--- src/rtl/check_i_love_you.sv ---
// check_i_love_you
// Streaming detector for the case-insensitive phrase "iloveyou".
// Each clock at most one letter is accepted, from the uppercase lane or the
// lowercase lane, and echoed lowercased on out_flow one cycle later. The
// letter that completes the phrase is replaced by MATCH_CODE.
//
// Ports:
//   clk       rising-edge system clock
//   rst_n     asynchronous reset, ACTIVE-HIGH despite the name
//   cap_flow  uppercase lane, meaningful only for 'A'..'Z'
//   low_flow  lowercase lane, meaningful only for 'a'..'z'
//   out_flow  registered lowercase echo / MATCH_CODE / IDLE_CODE
//   state_dbg current match-progress state (number of phrase letters matched)
//
// Flow semantics: there is no valid/ready pair. A lane carries a letter in a
// given cycle exactly when its byte lies inside that lane's letter range;
// any other byte means "nothing offered". The block never back-pressures,
// and out_flow carries a byte every cycle (IDLE_CODE when nothing was taken).
module check_i_love_you #(
  parameter logic [7:0] MATCH_CODE = 8'h21,
  parameter logic [7:0] IDLE_CODE  = 8'h00
) (
  input  logic       clk,
  input  logic       rst_n,
  input  logic [7:0] cap_flow,
  input  logic [7:0] low_flow,
  output logic [7:0] out_flow,
  output logic [3:0] state_dbg
);

  typedef enum logic [3:0] {
    S0 = 4'd0,
    S1 = 4'd1,
    S2 = 4'd2,
    S3 = 4'd3,
    S4 = 4'd4,
    S5 = 4'd5,
    S6 = 4'd6,
    S7 = 4'd7,
    S8 = 4'd8
  } state_t;

  localparam logic [7:0] CHAR_I = 8'h69;
  localparam logic [7:0] CHAR_U = 8'h75;

  state_t     state;
  state_t     cur_state;
  logic       cap_valid;
  logic       low_valid;
  logic       acc_valid;
  logic [7:0] acc_char;
  logic [7:0] exp_char;

  // Letter that advances the match from a given state.
  function automatic logic [7:0] expected_char(input state_t s);
    logic [7:0] c;
    case (s)
      S0:      c = 8'h69; // i
      S1:      c = 8'h6C; // l
      S2:      c = 8'h6F; // o
      S3:      c = 8'h76; // v
      S4:      c = 8'h65; // e
      S5:      c = 8'h79; // y
      S6:      c = 8'h6F; // o
      S7:      c = 8'h75; // u
      default: c = 8'h69;
    endcase
    return c;
  endfunction

  always_comb begin
    cap_valid = (cap_flow >= 8'h41) && (cap_flow <= 8'h5A);
    low_valid = (low_flow >= 8'h61) && (low_flow <= 8'h7A);
    acc_valid = cap_valid || low_valid;
    // Uppercase lane has priority when both lanes carry a letter.
    acc_char  = cap_valid ? (cap_flow + 8'h20) : low_flow;
    // S8 and the unused codes above it behave as S0 for the current input,
    // which also makes them fall back to S0 on the next edge.
    cur_state = (state > S7) ? S0 : state;
    exp_char  = expected_char(cur_state);
  end

  always_ff @(posedge clk or posedge rst_n) begin
    if (rst_n) begin
      state    <= S0;
      out_flow <= IDLE_CODE;
    end else if (!acc_valid) begin
      // Idle cycle: progress is kept, so gaps inside the phrase are harmless.
      state    <= cur_state;
      out_flow <= IDLE_CODE;
    end else if (cur_state == S7 && acc_char == CHAR_U) begin
      // Phrase complete. 'u' cannot start a new phrase, so no overlap.
      state    <= S0;
      out_flow <= MATCH_CODE;
    end else if (acc_char == exp_char) begin
      state    <= state_t'(cur_state + 4'd1);
      out_flow <= acc_char;
    end else begin
      // 'i' is the only prefix of the phrase that can restart a broken match.
      state    <= (acc_char == CHAR_I) ? S1 : S0;
      out_flow <= acc_char;
    end
  end

  assign state_dbg = state;

endmodule

--- config.mk ---
export PLATFORM = sky130hd
export DESIGN_NAME = check_i_love_you
export DESIGN_NICKNAME = d
export VERILOG_FILES = /design/src/rtl/check_i_love_you.sv
export SDC_FILE = /design/constraint.sdc
export NUM_CORES = 1
export LEC_CHECK = 0
export BUFFER_PORTS_ARGS = -buffer_cell sky130_fd_sc_hd__buf_2
export CORE_UTILIZATION = 40
export CTS_CLUSTER_DIAMETER = 30
export DETAILED_ROUTE_END_ITERATION = 7
export HOLD_SLACK_MARGIN = 0.1
export MAX_ROUTING_LAYER = met4
export PLACE_DENSITY = 0.66
export SYNTH_ARGS = -nofsm -noshare
export SYNTH_HDL_FRONTEND = slang
export SYNTH_SLANG_ARGS = --single-unit
--- constraint.sdc ---
create_clock -name clk -period 4.1 [get_ports clk]
set_clock_uncertainty 0.15 [all_clocks]
set_input_delay 0.41 -clock clk [delete_from_list [all_inputs] [get_ports clk]]
set_output_delay 0.41 -clock clk [all_outputs]
set_load 0.1 [all_outputs]
==> flow_summary_export.csv, run 1 <==
group,metric,value,unit
synthesis,async_flop_share,1.000,
synthesis,synth_seq_area_share,0.3395,
cts,numCtsBuffers,3,
synthesis,synth_top_family_by_area,"simple AND/OR/NAND/NOR gates",
finish,fin_nets,153,
synthesis,yosys.area_share.simple,0.2617,
synthesis,synth_top_cell_area_share,0.3395,
synthesis,synth-edff-count,0,
routing,ant_nets,0,
timing,fin_crit_sh,0.5849,
timing,rsz0062_at_grt,"no",
timing,slew-limit-headroom,0.6742,
worst_setup_path,path_cells,"buf_2, or4_4, o221ai_4, a32oi_2, nor3_2, o221ai_1, a211o_1, o32ai_1",
global_routing,grt_pass1_wl,3532,um
worst_setup_path,critPathMaxStageDelay,0.57,ns
power,p_leak,0.0005140,uW
worst_setup_path,path_class,"in -> reg",
place,gp_congestion,0.8727,
place,port_buffers,29,
cts,clock_path_buffers,2,
timing,worst_pin_slew,0.4921,ns
floorplan,core_area,2022,um^2
place,dp.final_hpwl,1651,um
power,power_per_cell_area,260.4,nW/um^2
cts,clock-sinks,12,
global_routing,antenna_found_initial,0,
status,outcome,"complete, no violations",
cts,clk_latency,0.27,ns
routing,wl_per_cell,12.50,um
synthesis,syn_area_per_cell,8.846,um^2
floorplan,die_area,2403,um^2
synthesis,synth_common_cells,"dfrtp_1, nor2_1, nand2_1",
global_routing,grt_max_degree,13,
worst_setup_path,end_kind,"register",
synthesis,synth.area.top_cells,"dfrtp_1, xnor2_1, nor2_1",
floorplan,die_w,49.03,um
timing,setup_ws,1.702,ns
cts,cts_root_buffer,"clkbuf_4",
worst_setup_path,crit_arrival,2.42,ns
run,maxCapViolCount,0,
place,pre_cts_slack,1.438,ns
synthesis,ys_types,41,
cts,tritoncts,"yes",
global_routing,grtUsageTotal,0.1963,
cts,clk_pin_slew,0.07,ns
floorplan,io_pins,30,
synthesis,synthCells,100,
worst_setup_path,slowest_stage,"or4_4",
global_routing,overflow,0,
routing,wirelength,1975,um
global_routing,grt_pass1_vias,832,
timing,max_freq,417.0,MHz
synthesis,synth_mux_area_frac,0.02263,
routing,firstDrtPassIters,4,
timing,drv_slew,0,
finish,drive_gt1_frac,0.3053,
synthesis,synth_xor_xnor_area_share,0.05941,
finish,synthToLayoutAreaGrowth,23.05,%
floorplan,start_util,0.4375,
timing,hold_viol_final,0,
synthesis,yosysMostFrequentCell,"dfrtp_1",
synthesis,synth_top_area_cell,"dfrtp_1",
floorplan,fp.dieH,49.03,um
routing,vias,891,
power,ir_drop,0.0001391,V
synthesis,synth_flop_cell,"dfrtp_1",
routing,viasPerCell,5.639,
finish,antenna_cells,0,
finish,fin_area,1089,um^2
hold_path,hold_path_class,"in -> reg",
timing,tns,0,ns
synthesis,synthAdderAreaFrac,0.02829,
synthesis,ys_ff_latch,12,
floorplan,row_count,16,
place,placed_area,1056,um^2
worst_setup_path,cp_num_buf_inv,1,
cts,cts_post_setup_buffers_inserted,0,
worst_setup_path,start_kind,"input pin",
routing,drc_errors,0,
timing,report.final.setup_viol,0,
worst_setup_path,required,4.13,ns
worst_setup_path,path_max_fanout,10,
timing,min_period,2.398,ns
synthesis,yosysWarnings,0,
synthesis,synth_nets,120,
routing,first_iter_violations,23,
worst_setup_path,path_delay_family,"compound AO/OA/AOI/OAI gates",
cts,htree_levels,1,
synthesis,syn_area,884.6,um^2
synthesis,synth_compound_area_frac,0.2504,
registers in the layout, indices dropped and copies added, names as in the netlist:
signal and flops:
out_flow 8, state_dbg 4
cell families (layout without fill, tap and decap cells):
group                    count (synthesis)  count (layout)
AND/OR/NAND/NOR                         40              40
adder cells (fa/ha/maj)                  2               2
buffers and inverters                    9              40
AO/OA/AOI/OAI                           29              29
flip-flops                              12              12
XOR/XNOR                                 6               6
multiplexers                             2               2
worst min-delay path: cells and delay by family:
kind                   cells  cell delay, ns
buffers and inverters      1            0.09
muxes                      1            0.07
and+or+nand+nor            1            0.10
timing repair:
item,4_1_cts,5_1_grt
hold buffers,1,0
endpoints found under the hold margin,12,0
resized for setup,0,0
placed cells by master (no fill, tap or decap), drive strengths merged, types with 2 or more instances in the layout:
cell / netlist / routed
a211o: 2 / 2
a21boi: 2 / 2
a21oi: 6 / 6
buf: 0 / 29
clkbuf: 2 / 3
dfrtp: 12 / 12
ha: 2 / 2
inv: 7 / 7
mux2i: 2 / 2
nand2: 8 / 8
nand2b: 2 / 2
nand3: 2 / 2
nand3b: 2 / 2
nor2: 11 / 11
nor2b: 3 / 3
nor3: 2 / 2
nor3b: 3 / 3
nor4b: 2 / 2
o21ai: 6 / 6
o221ai: 2 / 2
o22ai: 2 / 2
or4: 2 / 2
xnor2: 6 / 6
routing by layer:
metal	GRT usage	vias up	routed length [um]	part of all wire
met3	0.009346	5	104	0.053
met5	-	-	0	0
met4	0.08824	0	42	0.021
li1	-	433	-	-
met2	0.3194	37	962	0.49
met1	0.2529	416	866	0.44
final timing paths:
kind	from	to	slack, ns	depth (start not counted)
min in group asynchronous	rst_n	out_flow[0]	0.52	3
hold reg to reg	state_dbg[1]	state_dbg[3]	0.47	2
max in group asynchronous	rst_n	out_flow[4]	2.98	3
setup reg to reg	state_dbg[0]	state_dbg[1]	1.78	7
setup / recovery	cap_flow[4]	state_dbg[1]	1.70	8
hold / removal	low_flow[6]	out_flow[6]	0.29	3
area by class of cell:
cell class,count,area (um^2)
fill,191,933.4
timing repair buffer,30,155.1
multi-input combinational,79,550.5
clock buffer,3,22.52
inverter,7,26.28
sequential,12,300.3
tap,27,33.78
power by group:
group / total, uW / switching, uW / internal (uW)
clock: 68.3 / 34.4 / 33.9
combinational: 90.2 / 66.0 / 24.2
sequential: 125 / 2.29 / 123
total: 283 / 103 / 181
per-stage QoR:
| step | power (uW) | hold WS (ns) | cells | util |
|---|---|---|---|---|
| 2_1_floorplan | 191.7 | 0.1247 | 100 | - |
| 4_1_cts | 283.9 | 0.3102 | 158 | 0.5384 |
| 3_5_place_dp | 216.8 | 0.2762 | 154 | 0.5223 |
| 6_report | 283.5 | 0.2950 | 158 | 0.5384 |
| 5_1_grt | 295.9 | 0.3222 | 158 | 0.5384 |
| 3_3_place_gp | 216.1 | 0.2705 | 154 | 0.5223 |
Power figures use the tool's default switching activity.
==> run 2: changes to the inputs <==
- ABC_AREA: unset -> 1
- clock period: 4.1 -> 2.2 ns (I/O delays scaled with it)
==> run 2 against run 1 <==
Against the previous run: setup slack lost 1.3 ns; hold slack lost 0.14 ns; highest routed layer unchanged; combinational power grew 140%; critical path type is now reg -> reg; flip-flop and latch count is the same; via count grew 23%; die area grew 20%.
==> flow_summary_export.csv, run 2 <==
group,metric,value,unit
status,outcome,"complete, no violations",
timing,fin_crit_sh,0.8398,
finish,synthToLayoutAreaGrowth,19.04,%
finish,fin_nets,218,
worst_setup_path,cp_num_buf_inv,3,
timing,drv_slew,0,
timing,tns,0,ns
finish,drive_gt1_frac,0.3147,
floorplan,core_area,2500,um^2
synthesis,synthCells,164,
synthesis,ys_types,23,
place,gp_congestion,0.8812,
floorplan,die_w,53.75,um
timing,rsz0062_at_grt,"no",
global_routing,antenna_found_initial,0,
cts,clock-sinks,12,
floorplan,fp.dieH,53.75,um
timing,fin_hold_ws,0.1580,ns
synthesis,ys_ff_latch,12,
power,power_per_cell_area,459.7,nW/um^2
hold_path,min_from,"cap_flow[7]",
worst_setup_path,critPathMaxStageDelay,0.43,ns
synthesis,syn_area,1071,um^2
worst_setup_path,path_max_fanout,5,
global_routing,grt_pass1_wl,4188,um
hold_path,min_to,"out_flow[7]",
synthesis,syn_area_per_cell,6.531,um^2
routing,wirelength,2323,um
synthesis,synth_top_cell_area_share,0.2804,
routing,wl_met1,1030,um
routing,vias,1097,
global_routing,grtUsageTotal,0.2036,
worst_setup_path,r2r_cells,12,
synthesis,synth_top_area_cell,"dfrtp_1",
finish,fillCellCount,258,
synthesis,synth_flop_cell,"dfrtp_1",
timing,max_freq,541.2,MHz
finish,antenna_cells,0,
routing,viasPerCell,4.833,
cts,tritoncts,"yes",
global_routing,overflow,0,
worst_setup_path,end_kind,"register",
place,placed_area,1239,um^2
worst_setup_path,path_delay_family,"simple AND/OR/NAND/NOR gates",
cts,clock_path_buffers,2,
routing,top_layer,"met4",
timing,hold_viol_final,0,
routing,wl_per_cell,10.23,um
timing,worst_pin_slew,0.4850,ns
place,dp.final_hpwl,2077,um
worst_setup_path,path_cells,"inv_1, nand2_1, inv_1, nand2_1, o21ai_0, inv_1, nand2_1, nand2_1, nor2_2, nand3_1, nand2_1, nand3_1",
finish,layout_commonest_cell,"nand2_1",
worst_setup_path,reg2reg_from,"state_dbg[3]",
synthesis,yosysMostFrequentCell,"nand2_1",
cts,post_cts_resize_count,0,
synthesis,synth.area.top_cells,"dfrtp_1, nand2_1, inv_1",
finish,final_util,0.5100,
synthesis,synth-edff-count,0,
finish,layout_common_cells,"nand2_1, inv_1, buf_2",
routing,ant_nets,0,
floorplan,row_count,18,
global_routing,grt_max_degree,17,
cts,htree_levels,1,
finish,max_flop_register,"out_flow",
floorplan,start_util,0.4284,
finish,largest_register_ffs,8,
synthesis,yosysWarnings,0,
global_routing,grt_pass1_vias,1060,
routing,first_iter_violations,10,
finish,fin_area,1275,um^2
timing,slew-limit-headroom,0.6789,
timing,min_period,1.848,ns
routing,wl_met3,66,um
routing,firstDrtPassIters,4,
synthesis,synth_seq_area_share,0.2804,
worst_setup_path,path_class,"reg -> reg",
worst_setup_path,start_kind,"register",
floorplan,die_area,2889,um^2
power,ir_drop,0.0003933,V
worst_setup_path,crit_top_cell,"nand2_1",
cts,clk_latency,0.27,ns
worst_setup_path,required,2.21,ns
routing,wl_met2,1185,um
floorplan,io_pins,30,
worst_setup_path,regToRegEndpoint,"state_dbg[0]",
worst_setup_path,crit_arrival,1.85,ns
cts,numCtsBuffers,3,
power,p_leak,0.0007706,uW
worst_setup_path,r2r_slack,0.35,ns
synthesis,synth_common_cells,"nand2_1, inv_1, nor2_1",
synthesis,synth_nets,184,
hold_path,whs_path_depth,3,
cts,cts_root_buffer,"clkbuf_4",
hold_path,hold_path_class,"in -> reg",
routing,drc_errors,0,
synthesis,async_flop_share,1.000,
cts,clk_pin_slew,0.07,ns
run,maxCapViolCount,0,
worst_setup_path,slowest_stage,"dfrtp_2",
timing,report.final.setup_viol,0,
place,port_buffers,29,
run 2: cell count changes in the layout (fill, tap and decap cells not counted), sizes merged, moves of 3 or more:
cell and delta:
xnor2 -5, o21ai +3, nor2 +11, nand2 +43
a21oi -6, nor2b -3, inv +29, nand4 +7
nor3b -3, nand3 +16
run 2: timing repair:
item | in CTS | in global routing
hold buffers | 1 | 0
setup buffers | 0 | 0
endpoints found under the hold margin | 12 | 0
endpoints found under the setup margin | 0 | 0
run 2: worst register-to-register path: cells and delay by family (launching register included):
kind	cells	cell delay, ns
AOI/OAI and AO/OA	1	0.22
buffers and inverters	3	0.24
and+or+nand+nor	8	0.69
DFF	1	0.43
run 2: worst max-delay path by stage:
stage / cells after the start / start / end / slack [ns]
floorplan: 11 / state_dbg[0] / state_dbg[0] / 0.22
global placement: 11 / cap_flow[7] / out_flow[6] / 0.32
detailed placement: 13 / cap_flow[7] / state_dbg[0] / 0.30
CTS: 10 / state_dbg[2] / state_dbg[0] / 0.35
global route: 13 / state_dbg[3] / state_dbg[2] / 0.11
finish: 12 / state_dbg[3] / state_dbg[0] / 0.35
run 2: logic make-up (layout without fill, tap and decap cells):
family / after synthesis / in the layout / synth area share
simple gates: 101 / 101 / 0.4801
buf+inv: 37 / 70 / 0.1449
flops: 12 / 12 / 0.2804
compound gates: 11 / 11 / 0.06309
fa+ha+maj: 2 / 2 / 0.02336
xor+xnor: 1 / 1 / 0.008179
run 2: through the flow:
| stage | instances | total power, uW | setup WS, ns |
|---|---|---|---|
| after global routing | 227 | 625.8 | 0.1084 |
| after detailed placement | 222 | 452.8 | 0.2980 |
| final | 227 | 586.2 | 0.3524 |
| after global placement | 222 | 448.3 | 0.3190 |
| after floorplan | 164 | 405.2 | 0.2236 |
| after CTS | 227 | 591.1 | 0.3461 |
run 2: per-layer routing:
metal / track usage / vias to the layer above
met3: 0.01412 / 6
met5: - / -
met2: 0.3498 / 22
met1: 0.2362 / 492
li1: - / 577
met4: 0.1009 / 0
run 2: area by class of cell:
cell class | instances | area [um^2] | area share
Multi-Input combinational cell | 115 | 615.6 | 0.4828
Sequential cell | 12 | 305.3 | 0.2395
Timing Repair Buffer | 30 | 155.1 | 0.1217
Inverter | 36 | 135.1 | 0.1060
Tap cell | 30 | 37.54 | 0.02944
Clock buffer | 4 | 26.28 | 0.02061
run 2: where the power goes:
group          switching (uW)  internal, uW
Clock                    67.0          70.1
Combinational             161          55.4
Sequential               3.35           229
Total                     231           355
